==> src/rtl/alu_sequencer.sv <==
// Multi-cycle command sequencer in front of a combinational 16-bit ALU.
// Reads operands from an internal register file, drives the ALU, then writes back the
// result and the architectural flags. The carry flag chains across commands via alu_cin.
`timescale 1ns/1ps

module alu_sequencer #(
    parameter int unsigned REG_AW = 3
) (
    input  logic              clk,
    input  logic              rst_n,
    input  logic              cmd_valid,
    output logic              cmd_ready,
    input  logic [4:0]        cmd_op,
    input  logic [REG_AW-1:0] cmd_rd,
    input  logic [REG_AW-1:0] cmd_rs1,
    input  logic [REG_AW-1:0] cmd_rs2,
    input  logic              ld_en,
    input  logic [REG_AW-1:0] ld_addr,
    input  logic [15:0]       ld_data,
    output logic [15:0]       alu_a,
    output logic [15:0]       alu_b,
    output logic [4:0]        alu_f,
    output logic              alu_cin,
    input  logic [15:0]       alu_result,
    input  logic [5:0]        alu_status,
    output logic              rsp_valid,
    input  logic              rsp_ready,
    output logic [15:0]       rsp_result,
    output logic [5:0]        rsp_status,
    output logic              rsp_err,
    output logic [5:0]        flags
);

    localparam int unsigned NumRegs = 2 ** REG_AW;

    typedef enum logic [1:0] {
        StIdle,
        StExec,
        StResp
    } state_e;

    state_e              state_q, state_d;
    logic [15:0]         regs_q [NumRegs];
    logic [5:0]          flags_q;
    logic [15:0]         alu_a_q, alu_b_q;
    logic [4:0]          alu_f_q;
    logic [REG_AW-1:0]   rd_q;
    logic [15:0]         rsp_result_q;
    logic [5:0]          rsp_status_q;
    logic                rsp_err_q;
    logic                cmd_accept;
    logic                op_legal;
    logic                in_idle;
    logic                in_exec;

    assign in_idle    = (state_q == StIdle);
    assign in_exec    = (state_q == StExec);
    assign cmd_accept = cmd_valid & cmd_ready;

    assign alu_a      = alu_a_q;
    assign alu_b      = alu_b_q;
    assign alu_f      = alu_f_q;
    assign alu_cin    = flags_q[5];
    assign flags      = flags_q;
    assign rsp_result = rsp_result_q;
    assign rsp_status = rsp_status_q;
    assign rsp_err    = rsp_err_q;

    // Opcode legality, decoded from the latched function code during EXEC.
    always_comb begin
        op_legal = 1'b0;
        case (alu_f_q)
            5'h01, 5'h03, 5'h04, 5'h05, 5'h06, 5'h07, 5'h08, 5'h09, 5'h0A, 5'h0B,
            5'h10, 5'h11, 5'h12, 5'h13, 5'h14, 5'h15, 5'h16, 5'h17: op_legal = 1'b1;
            default: op_legal = 1'b0;
        endcase
    end

    // State register.
    always_ff @(posedge clk) begin
        if (!rst_n) begin
            state_q <= StIdle;
        end else begin
            state_q <= state_d;
        end
    end

    // Next state and handshake outputs; a load strobe blocks command acceptance that cycle.
    always_comb begin
        state_d   = state_q;
        cmd_ready = 1'b0;
        rsp_valid = 1'b0;
        case (state_q)
            StIdle: begin
                cmd_ready = rst_n & ~ld_en;
                if (cmd_valid && rst_n && !ld_en) begin
                    state_d = StExec;
                end
            end
            StExec: begin
                state_d = StResp;
            end
            StResp: begin
                rsp_valid = 1'b1;
                if (rsp_ready) begin
                    state_d = StIdle;
                end
            end
            default: begin
                state_d = StIdle;
            end
        endcase
    end

    // Operand capture at accept; ALU inputs hold their values until the next accept.
    always_ff @(posedge clk) begin
        if (!rst_n) begin
            alu_a_q <= '0;
            alu_b_q <= '0;
            alu_f_q <= '0;
            rd_q    <= '0;
        end else if (cmd_accept) begin
            alu_a_q <= regs_q[cmd_rs1];
            alu_b_q <= regs_q[cmd_rs2];
            alu_f_q <= cmd_op;
            rd_q    <= cmd_rd;
        end
    end

    // Register file and flags: direct loads in IDLE, ALU writeback at the end of a legal EXEC.
    always_ff @(posedge clk) begin
        if (!rst_n) begin
            for (int i = 0; i < NumRegs; i++) begin
                regs_q[i] <= '0;
            end
            flags_q <= '0;
        end else begin
            if (in_idle && ld_en) begin
                regs_q[ld_addr] <= ld_data;
            end
            if (in_exec && op_legal) begin
                regs_q[rd_q] <= alu_result;
                flags_q      <= alu_status;
            end
        end
    end

    // Response capture; an illegal op reports the unchanged flags with a zero result.
    always_ff @(posedge clk) begin
        if (!rst_n) begin
            rsp_result_q <= '0;
            rsp_status_q <= '0;
            rsp_err_q    <= 1'b0;
        end else if (in_exec) begin
            rsp_result_q <= op_legal ? alu_result : 16'h0000;
            rsp_status_q <= op_legal ? alu_status : flags_q;
            rsp_err_q    <= ~op_legal;
        end
    end

endmodule
==> config.mk <==
export PLATFORM = sky130hd
export DESIGN_NAME = alu_sequencer
export DESIGN_NICKNAME = d
export VERILOG_FILES = /design/src/rtl/alu_sequencer.sv
export SDC_FILE = /design/constraint.sdc
export NUM_CORES = 1
export LEC_CHECK = 0
export BUFFER_PORTS_ARGS = -buffer_cell sky130_fd_sc_hd__buf_2
export CORE_MARGIN = 5
export CORE_UTILIZATION = 47
export DETAILED_ROUTE_END_ITERATION = 16
export PLACE_DENSITY = 0.74
export SYNTH_ARGS = -nofsm -noshare
export SYNTH_HDL_FRONTEND = slang
export SYNTH_SLANG_ARGS = --single-unit
==> constraint.sdc <==
create_clock -name clk -period 2.8 [get_ports clk]
set_input_delay 0 -clock clk [delete_from_list [all_inputs] [get_ports clk]]
set_output_delay 0 -clock clk [all_outputs]
set_load 0.005 [all_outputs]
# ---- Word-level counts from Yosys, hierarchy flattened
# Memory sizes are Yosys's and may differ from the RTL's. A register that Yosys moved wholly into a read port is not among the register bits.
# Cells that the tools add are included.
# Widths: inputs -> output; s select.
dict set report op_classes {
  add_sub_neg 0
  multipliers 0
  div 0
  order_cmp 0
  n_eq_ne 4
  shifts 0
  n_mux 22
  n_bitwise 4
  n_reduce_logical 11
}
# operator count
set op_table {}
lappend op_table {{$mux 16} 3}
lappend op_table {{$reduce_or 16->1} 2}
lappend op_table {{$mux 1} 11}
lappend op_table {{$mux 5} 2}
lappend op_table {{$mux 3} 2}
lappend op_table {{$mux 6} 1}
lappend op_table {{$pmux 2 s3} 1}
lappend op_table {{$logic_and 1x1->1} 4}
lappend op_table {{$mux 2} 2}
lappend op_table {{$logic_not 1->1} 3}
lappend op_table {{$and 1x1->1} 2}
lappend op_table {{$eq 2x1->1 const B} 1}
lappend op_table {{$eq 2x2->1 const B} 1}
lappend op_table {{$logic_not 2->1} 1}
lappend op_table {{$ne 2x1->1 const B} 1}
lappend op_table {{$ne 2x2->1 const B} 1}
lappend op_table {{$not 1->1} 2}
lappend op_table {{$reduce_and 2->1} 1}
dict set report word_totals {
  reg_bits 39
  latch_bits 0
  ramBits 128
  mem_bits_ro 32
  inputBits 60
  output_inout_bits 69
  word_cells 50
  n_memories 2
}
# name depth word_bits rd rd_clocked_by_memory_dff write_ports line_no
set memory_table {}
lappend memory_table {regs_q 8 16 2 2 8 43} ;# logic [15:0] regs_q [NumRegs];
lappend memory_table {{(name not given)} 32 1 1 1 0 72} ;# case (alu_f_q)

# ---- Longest topological paths before layout
# Gate-level depths: netlist of run 1.
dict set report depth {
  word_depth 8
  depth_mapped 7
  ltp_nobuf 5
}

# ---- Least setup slack after synthesis of run 1
# OpenSTA, ideal clock, no wires.
dict set report synth_timing {
  path_type {reg2reg}
  start {register op_legal (netlist name)}
  end {memory regs_q[0][0], enable pin}
  t_arrival_ps 1948
  required_time_ps 2428
  path_slack_ps 480
  stages_incl_launch_ff 8
  path_buffers 3
  period_less_slack_ps 2320
  path_cell_list {dfxtp_1 > buf_6 > and4b_4 > buf_8 > mux2i_4 > nand4_4 > buf_6 > nand2_1}
}
# element line_no
set synth_lines {}
lappend synth_lines {{end: declaration} 43}

==> metrics, run 1 <==
Die ar. 0.0231 mm2; period utilization 0.814; post-CTS setup buffer count 0; synth unique cells 35; final hold vios 0; CTS tree built; total power per unit cell area 560 mW/mm2; post-synthesis adder-cell area fraction 0; EDFF count, synth 128; Most Crowded Layer GR met2; area grow syn2layout 20.0%; skew final 0.0128 ns; reg2reg setup slack 0.52 ns; Worst Setup End Kind register; IR drop worst, VDD 0.458 mV; ANT cells 0; Worst Max-Slew Pin Slew 0.932 ns; Final setup viols 0; clock power share 0.362; core area 0.0200 mm2; Nets 1046; Yosys warning count 0; Psw 1.56 mW; largest family of logic cells by synthesized area multiplexers; clock latency at the later pin of the worst-skew pair 0.43 ns; met2 GRT Util 0.343; Post-synth top flop edfxtp_1; post-synthesis mux area share 0.171; Yosys reg bits 200; simple-gate share of the synthesized area 0.115; Pwr Total 6.38 mW; global-route usage over all layers 0.219; largest net degree at the start of global routing 66; Slew headroom 0.379; Die Span Y 152 um; CP Launch Type register; Via density 5.63; cts repair resizes 0; CTS sink cnt 200; RSZ-0062 raised after global routing no; M3 GR Usage 0.0498; CTS buffer count 17; sequential share of power 0.524; vias in the first global route 7022; # fillers 1700; Routed Antenna Nets 0; Finished Layout Cells 1268; Placed Instances 1206; Final min period 2.28 ns; Pint 4.82 mW; critical path type reg2reg; dpl ws 0.525 ns; initial antenna violation count 0; M1 GR Usage 0.307; IO Count 129; hold buffers post-CTS 31; Synth Area in XOR/XNOR 0; Reg clk slew, reported paths 0.08 ns; Syn Area/Cell 11.5 um2; setup_tns 0 ns; clock root cell clkbuf_16; Post-Syn Instances 825; Worst EP required 2.97 ns; Port Buffers 128; vias post-DR 7138; Max Cap Viol 0; die width 152 um; Hold Path Class in2reg; fin worst setup slack 0.522 ns; Routability Congestion 0.797; Rows 52; crit path DAT 2.44 ns; fmax 0.439 GHz; Compound-Gate Fraction of Synth Area 0.120; Bufs on Longest Clock Path 2; DRC Markers 0; syn_nets 885; drt total wl 25400 um; Starting Density 0.473; H-tree depth 4; Slew Limit Fails 0; status completed; LEAKAGE 4.80 nW; Comb power frac 0.113; Netlist Area Pre-Place 0.00949 mm2; sequential-to-total area share from yosys stat 0.557; switching fraction of total power 0.244; first-pass GRT wire length 40200 um; per-cell routed wire length 20.0 um; asr flop ratio synth 0; share of post-route cells with drive strength above 1 0.232; CP Max Fanout 32; Starting DRT DRC Count 728; Initial DRT Pass Iterations 7; dpl hpwl 16900 um; GRT overflow 0
[state kept, by name (all words and copies together), names as in the netlist]
signal      cells
rsp_result     16
alu_a          16
alu_b          16
regs_q        128
alu_f           5
rsp_err         1
state_q         2
rsp_status      6
rd_q            3
op_legal        1
flags           6
[synthesized netlist by cell type (2+ instances only)]
| master | n | area share |
|---|---|---|
| nand4_4 | 8 | 0.018 |
| a21oi_1 | 33 | 0.017 |
| o211a_1 | 6 | 0.0063 |
| a22oi_1 | 64 | 0.051 |
| mux2i_4 | 3 | 0.0071 |
| and2_1 | 2 | 0.0013 |
| clkbuf_1 | 29 | 0.011 |
| nor2b_1 | 8 | 0.0053 |
| edfxtp_1 | 128 | 0.41 |
| o21ai_0 | 35 | 0.018 |
| buf_4 | 3 | 0.0024 |
| buf_2 | 21 | 0.011 |
| nand3_1 | 8 | 0.0042 |
| a21boi_0 | 14 | 0.011 |
| nand2_1 | 37 | 0.015 |
| mux2_4 | 2 | 0.0032 |
| nor2_1 | 161 | 0.064 |
| buf_6 | 8 | 0.0095 |
| mux2i_1 | 151 | 0.16 |
| or4_1 | 2 | 0.0016 |
| dfxtp_1 | 72 | 0.15 |
| a22o_1 | 16 | 0.015 |
| nor2_2 | 2 | 0.0013 |
[kinds of logic after synthesis]
family / after synthesis
compound gates: 170
mux: 157
flops: 200
buf+inv: 64
simple gates: 234
[power groups by stage]
stage,Sequential [mW],Combinational [mW],Clock [mW]
6_report,3.34,0.724,2.31
5_1_grt,3.35,0.789,2.48
4_1_cts,3.34,0.721,2.34
3_5_place_dp,3.40,0.682,0
3_3_place_gp,3.40,0.672,0
2_1_floorplan,3.38,0.421,0
[final cells by class]
class                      instances  area [um2]  share of cell area
sequential                       200        5290               0.464
multi-input combinational        561        3880               0.341
timing repair buffer             205        1330               0.116
clock buffer                      21         487              0.0427
tap                              270         338              0.0297
clock inverter                    10        67.6             0.00593
inverter                           1        5.00            0.000440
[critical path, stage by stage (launching register included)]
cell	delay [ns]
dfxtp_1	0.44
and4b_4	0.43
buf_4	0.42
mux2i_1	0.61
nor2_1	0.10
[per-stage QoR]
step / hold WS [ns] / util / cell area (um2)
after CTS: 0.0381 / 0.568 / 11400
after floorplan: 0.0311 / - / 9490
after detailed placement: 0.236 / 0.525 / 10500
after global routing: 0.0537 / 0.568 / 11400
after global placement: 0.230 / 0.525 / 10500
final: 0.0425 / 0.568 / 11400
[cell usage in the layout, fill, tap and decap left out, types with 6 or more instances in the layout]
cell           count
buf_2            126
mux2i_1          151
nor2_1           159
a22oi_1           64
a21oi_1           33
edfxtp_1         128
a22o_1            16
a21boi_0          14
nand4_4            8
dlygate4sd3_1     31
buf_4             46
clkbuf_16         19
o21ai_0           35
nand3_1            8
nand2_1           37
dfxtp_1           72
o211a_1            6
[final timing paths]
| check | startpoint | endpoint | cells after the start |
|---|---|---|---|
| hold / removal | ld_data[0] | regs_q[0][0] | 4 |
| hold reg to reg | alu_f[1] | alu_f[1] | 2 |
| setup reg to reg | state_q[0] | regs_q[2][1] | 4 |
| setup / recovery | state_q[0] | regs_q[2][1] | 4 |
[per-layer routing]
metal / wire length (um) / part of all wire / vias to the layer above
li1: - / - / 3338
met1: 10900 / 0.43 / 3355
met2: 11500 / 0.46 / 403
met3: 2390 / 0.094 / 42
met4: 506 / 0.020 / 0
met5: 0 / 0 / -
Note: power is estimated with default switching activity, not from simulation.
==> run 2, diff against run 1 <==
--- a/config.mk
+++ b/config.mk
@@ -9,7 +9,7 @@
 export CORE_MARGIN = 5
 export CORE_UTILIZATION = 47
 export DETAILED_ROUTE_END_ITERATION = 16
-export PLACE_DENSITY = 0.74
+export PLACE_DENSITY = 0.77
 export SYNTH_ARGS = -nofsm -noshare
 export SYNTH_HDL_FRONTEND = slang
 export SYNTH_SLANG_ARGS = --single-unit
==> constraint.sdc (replaced) <==
create_clock -name clk -period 1.92 [get_ports clk]
set_input_delay 0 -clock clk [delete_from_list [all_inputs] [get_ports clk]]
set_output_delay 0 -clock clk [all_outputs]
set_load 0.005 [all_outputs]
==> metrics, run 2 (same netlist as run 1, synthesis figures left out) <==
max FFs per register 128 (unchanged); GRT overflow 0 (unchanged); crit path DAT 2.15 ns (-0.29 ns); largest net degree at the start of global routing 46 (-30%); Comb power frac 0.118 (+0.005); Worst EP required 2.11 ns (-0.86 ns); Pwr Total 9.67 mW (+52%); core area 0.0200 mm2 (unchanged); DRC Markers 0 (unchanged); fin worst setup slack -0.0412 ns (-0.563 ns); initial antenna violation count 0 (unchanged); CTS buffer count 17 (unchanged); Final Util 0.598 (+0.0301); first-pass GRT wire length 39900 um (-0.77%); Psw 2.34 mW (+50%); DR WL met3 2510 um (+5.2%); status complete, but fails checks; period utilization 1.02 (+0.208); Starting DRT DRC Count 732 (+0.55%); sequential share of power 0.504 (-0.020); switching fraction of total power 0.242 (-0.00258); Placed Instances 1217 (+0.91%); clock power share 0.378 (+0.016); IO Count 129 (unchanged); H-tree depth 4 (unchanged); Die ar. 0.0231 mm2 (unchanged); Starting Density 0.473 (unchanged); Slew Limit Fails 0 (unchanged); clock latency at the later pin of the worst-skew pair 0.43 ns (about the same); Final setup viols 83 (+83); CTS tree built; Pint 7.33 mW (+52%); share of post-route cells with drive strength above 1 0.264 (+0.0318); Via density 5.61 (-0.41%); setup_tns -1.00 ns (-1.00 ns); most frequent cells in the layout mux2i_1, nor2_1, edfxtp_1, buf_2, dfxtp_1; Routability Congestion 0.814 (+2.2%); Finished Layout Cells 1288 (+1.6%); drt total wl 25700 um (+1.3%); failing checks setup timing; Slew headroom 0.669 (+0.290); total power per unit cell area 807 mW/mm2 (+44%); RSZ-0062 raised after global routing yes; area grow syn2layout 26.4%; Final min period 1.96 ns (-0.317 ns); final hold vios 0 (unchanged); global-route usage over all layers 0.217 (-0.00186); Metal-1 WL 10900 um (+0.10%); CP Max Fanout 8 (-75%); Most flops, register regs_q; commonest non-fill, non-tap cell in the layout mux2i_1; Nets 1065 (+1.8%); Reg clk slew, reported paths 0.07 ns (about the same); met2 WL 11600 um (+0.43%); IR drop worst, VDD 0.555 mV (+21%); fmax 0.510 GHz (+16%); LEAKAGE 5.04 nW (+5.1%); critical path type reg2reg; dpl hpwl 17400 um (+3.0%); per-cell routed wire length 19.9 um (-0.28%); vias in the first global route 7177 (+2.2%); Max Cap Viol 0 (unchanged); CTS sink cnt 200 (unchanged); Port Buffers 128 (unchanged); die width 152 um (unchanged); Die Span Y 152 um (unchanged); Hold Path Class in2reg; Initial DRT Pass Iterations 5 (-2); Worst Setup End Kind register; Rows 52 (unchanged); highest metal used met4; skew final 0.00765 ns (-0.00514 ns); vias post-DR 7221 (+1.2%); ANT cells 0 (unchanged); Worst Max-Slew Pin Slew 0.496 ns (-0.435 ns); CP Launch Type register; Routed Antenna Nets 0 (unchanged); Bufs on Longest Clock Path 2 (unchanged); clock root cell clkbuf_16
run 2: cell count changes in the layout (fill, tap and decap cells not counted), moves of 4 or more:
cell	delta
buf_12	+16
nor2_2	+6
nor2_1	-11
clkinv_2	-4
nor2b_2	-4
nand2_1	-8
nor2b_1	+4
nor2_4	+5
nand2_8	+6
run 2: worst max-delay path, cell delays in order, from the launching register on:
cell	delay [ns]
dfxtp_2	0.33
and4b_4	0.40
buf_4	0.17
mux2_4	0.37
nand4_4	0.17
clkbuf_16	0.22
nor2_1	0.05
run 2: area by class of cell:
| type | count | area [um2] |
|---|---|---|
| clock buffers | 24 | 546 |
| clock inverters | 8 | 65.1 |
| fillers | 1577 | 8050 |
| inverters | 1 | 6.26 |
| multi-input cells | 561 | 4040 |
| flip-flops and latches | 200 | 5290 |
| well taps | 270 | 338 |
| repair buffers | 224 | 1700 |
run 2: worst paths after layout:
kind	slack, ns	depth (start not counted)	end	start
worst max register to register	-0.04	6	regs_q[5][5]	state_q[1]
worst max-delay path	-0.04	6	regs_q[5][5]	state_q[1]
worst min-delay path	0.04	4	regs_q[3][7]	ld_data[7]
worst min register to register	0.47	1	rsp_result[1]	rsp_result[1]
run 2: through the flow:
| step | area, um2 | hold WS, ns | worst slack [ns] |
|---|---|---|---|
| finish | 12000 | 0.0443 | -0.0412 |
| global route | 12000 | 0.0573 | -0.0716 |
| CTS | 11800 | 0.0347 | -0.0162 |
| detailed placement | 10800 | 0.240 | -0.0859 |
| global placement | 10800 | 0.229 | -0.00568 |
| floorplan | 9610 | 0.0311 | -0.103 |
run 2: per-layer routing:
layer  vias up  track usage
met5         -            0
met4         0       0.0813
met3        61       0.0506
met2       406        0.337
met1      3367        0.298
li1       3387            -
run 2: power groups by stage:
stage | combinational (mW) | sequential [mW] | clock, mW
2_1_floorplan | 0.636 | 4.93 | 0
3_3_place_gp | 1.03 | 4.95 | 0
3_5_place_dp | 1.04 | 4.96 | 0
4_1_cts | 1.11 | 4.87 | 3.68
5_1_grt | 1.23 | 4.89 | 3.87
6_report | 1.14 | 4.88 | 3.66
run 2: timing repair:
action	CTS	global route
gates resized for setup	4	28
cloned	0	1
hold endpoints to repair	39	0
setup buffers	3	3
pin swaps	0	7
setup endpoints to repair	259	222
hold buffers	32	0
==> run 3, diff against run 2 <==
--- a/config.mk
+++ b/config.mk
@@ -6,6 +6,7 @@
 export NUM_CORES = 1
 export LEC_CHECK = 0
 export BUFFER_PORTS_ARGS = -buffer_cell sky130_fd_sc_hd__buf_2
+export CORE_ASPECT_RATIO = 0.6
 export CORE_MARGIN = 5
 export CORE_UTILIZATION = 47
 export DETAILED_ROUTE_END_ITERATION = 16
==> metrics, run 3 (same netlist as run 1, synthesis figures left out) <==
status complete, but fails checks; failing checks setup timing; Starting DRT DRC Count 868 (+19%); commonest non-fill, non-tap cell in the layout nor2_1; Pwr Total 9.58 mW (-0.94%); Worst Setup End Kind register; slowest stage delay, CP 0.47 ns (+0.07 ns); Initial DRT Pass Iterations 6 (+1); kind of cell adding the most delay to the critical path simple AND/OR/NAND/NOR gates; fin worst setup slack -0.00706 ns (+0.0341 ns); initial antenna violation count 0 (unchanged); Final setup viols 11 (-87%); hold_ws 0.0402 ns (-0.00414 ns); Port Buffers 128 (unchanged); Most flops, register regs_q; Reg clk slew, reported paths 0.07 ns (about the same); most frequent cells in the layout nor2_1, mux2i_1, edfxtp_1, buf_2, dfxtp_1; CP Launch Type register; critical-path cell list and4b_4 -> buf_4 -> mux2_4 -> nand4_4 -> buf_6 -> nor2_1; Finished Layout Cells 1311 (+1.8%); Final min period 1.93 ns (-0.0341 ns); Via density 5.79 (+3.3%); share of post-route cells with drive strength above 1 0.281 (+0.0171); vias in the first global route 7328 (+2.1%); ANT cells 0 (unchanged); Die Span Y 120 um (-21%); Routed Antenna Nets 0 (unchanged); per-cell routed wire length 22.3 um (+12%); Slew Limit Fails 0 (unchanged); RSZ-0062 raised after global routing yes; critical path type reg2reg; Routability Congestion 0.915 (+12%); largest net degree at the start of global routing 46 (unchanged); die width 193 um (+27%); clock latency at the later pin of the worst-skew pair 0.44 ns (about the same); DP Area 0.0110 mm2 (+1.1%); Die ar. 0.0232 mm2 (+0.40%); drt total wl 29200 um (+14%); vias post-DR 7594 (+5.2%); total power per unit cell area 789 mW/mm2 (-2.2%); CTS sink cnt 200 (unchanged); Slew headroom 0.653 (-0.0166); area grow syn2layout 28.0%; final hold vios 0 (unchanged); CTS buffer count 17 (unchanged); Starting Density 0.476 (+0.00286); Max Cap Viol 0 (unchanged); Rows 40 (-23%); period utilization 1.00 (-0.0178); CTS tree built; Hold Path Class in2reg; max FFs per register 128 (unchanged); Placed Instances 1236 (+1.6%); first-pass GRT wire length 43500 um (+9.1%); post-route cell area 0.0121 mm2 (+1.3%); reg2reg setup slack -0.007 ns (+0.03 ns); GRT overflow 0 (unchanged); core area 0.0199 mm2 (-0.60%); crit path DAT 2.12 ns (-0.03 ns); Nets 1085 (+1.9%); skew final 0.0120 ns (+0.00434 ns); crit path buf inv count 2 (unchanged); IO Count 129 (unchanged); H-tree depth 4 (unchanged); Worst EP required 2.11 ns (about the same); dpl hpwl 19900 um (+15%); setup_tns -0.0336 ns (+0.970 ns); IR drop worst, VDD 0.666 mV (+20%); clock root cell clkbuf_16; Worst Max-Slew Pin Slew 0.521 ns (+0.0249 ns); fmax 0.519 GHz (+1.8%); global-route usage over all layers 0.244 (+0.0267); CP Max Fanout 12 (+4); slowest CP cell and4b_4; Bufs on Longest Clock Path 2 (unchanged); LEAKAGE 5.14 nW (+1.9%); DRC Markers 0 (unchanged)
-- run 3: cell types whose count changed in the layout (fill, tap and decap cells not counted), sizes merged --
cell	delta
clkbuf	-2
nand2	+1
inv	-5
buf	+18
clkinvlp	+1
bufbuf	+1
dlygate4sd3	-1
clkinv	+7
-- run 3: routing by layer --
layer  share of wire  GRT usage
met5               0          0
met4           0.010     0.0544
met3            0.16      0.125
met2            0.39      0.321
met1            0.43      0.354
-- run 3: cell type report --
cell class,count,area [um2]
Fill cell,1556,7770
Multi-Input combinational cell,562,4070
Clock inverter,11,95.1
Inverter,1,5.00
Clock buffer,21,472
Tap cell,273,342
Timing Repair Buffer,243,1870
Sequential cell,200,5290
-- run 3: power by group --
part | total, mW | leakage [nW] | switching (mW) | internal, mW
Sequential | 4.90 | 1.93 | 0.142 | 4.76
Combinational | 1.20 | 2.94 | 0.676 | 0.523
Clock | 3.48 | 0.282 | 1.58 | 1.90
Total | 9.58 | 5.14 | 2.40 | 7.18
-- run 3: through the flow --
stage                      util  setup WS, ns
after global routing      0.610       -0.0497
after detailed placement  0.550       -0.0434
after floorplan               -        -0.103
after CTS                 0.600       -0.0151
final                     0.610      -0.00706
after global placement    0.550       -0.0436
-- run 3: worst register-to-register path, stage by stage, from the launching register on --
cell	delay (ns)
dfxtp_1	0.31
and4b_4	0.47
buf_4	0.16
mux2_4	0.35
nand4_4	0.13
buf_6	0.18
nor2_1	0.08
-- run 3: final timing paths --
path                    to  cells past startpoint   startpoint
max           regs_q[7][6]                      6   state_q[1]
min          regs_q[2][14]                      4  ld_data[14]
max reg2reg   regs_q[7][6]                      6   state_q[1]
min reg2reg       alu_f[1]                      2     alu_f[1]
-- run 3: timing repair --
| action | 4_1_cts | 5_1_grt |
|---|---|---|
| endpoints found under the hold margin | 38 | 0 |
| pin swaps | 1 | 2 |
| buffers inserted | 5 | 3 |
| endpoints found under the setup margin | 204 | 270 |
| hold buffers | 31 | 0 |
| gates cloned | 2 | 2 |
| resized for setup | 7 | 32 |
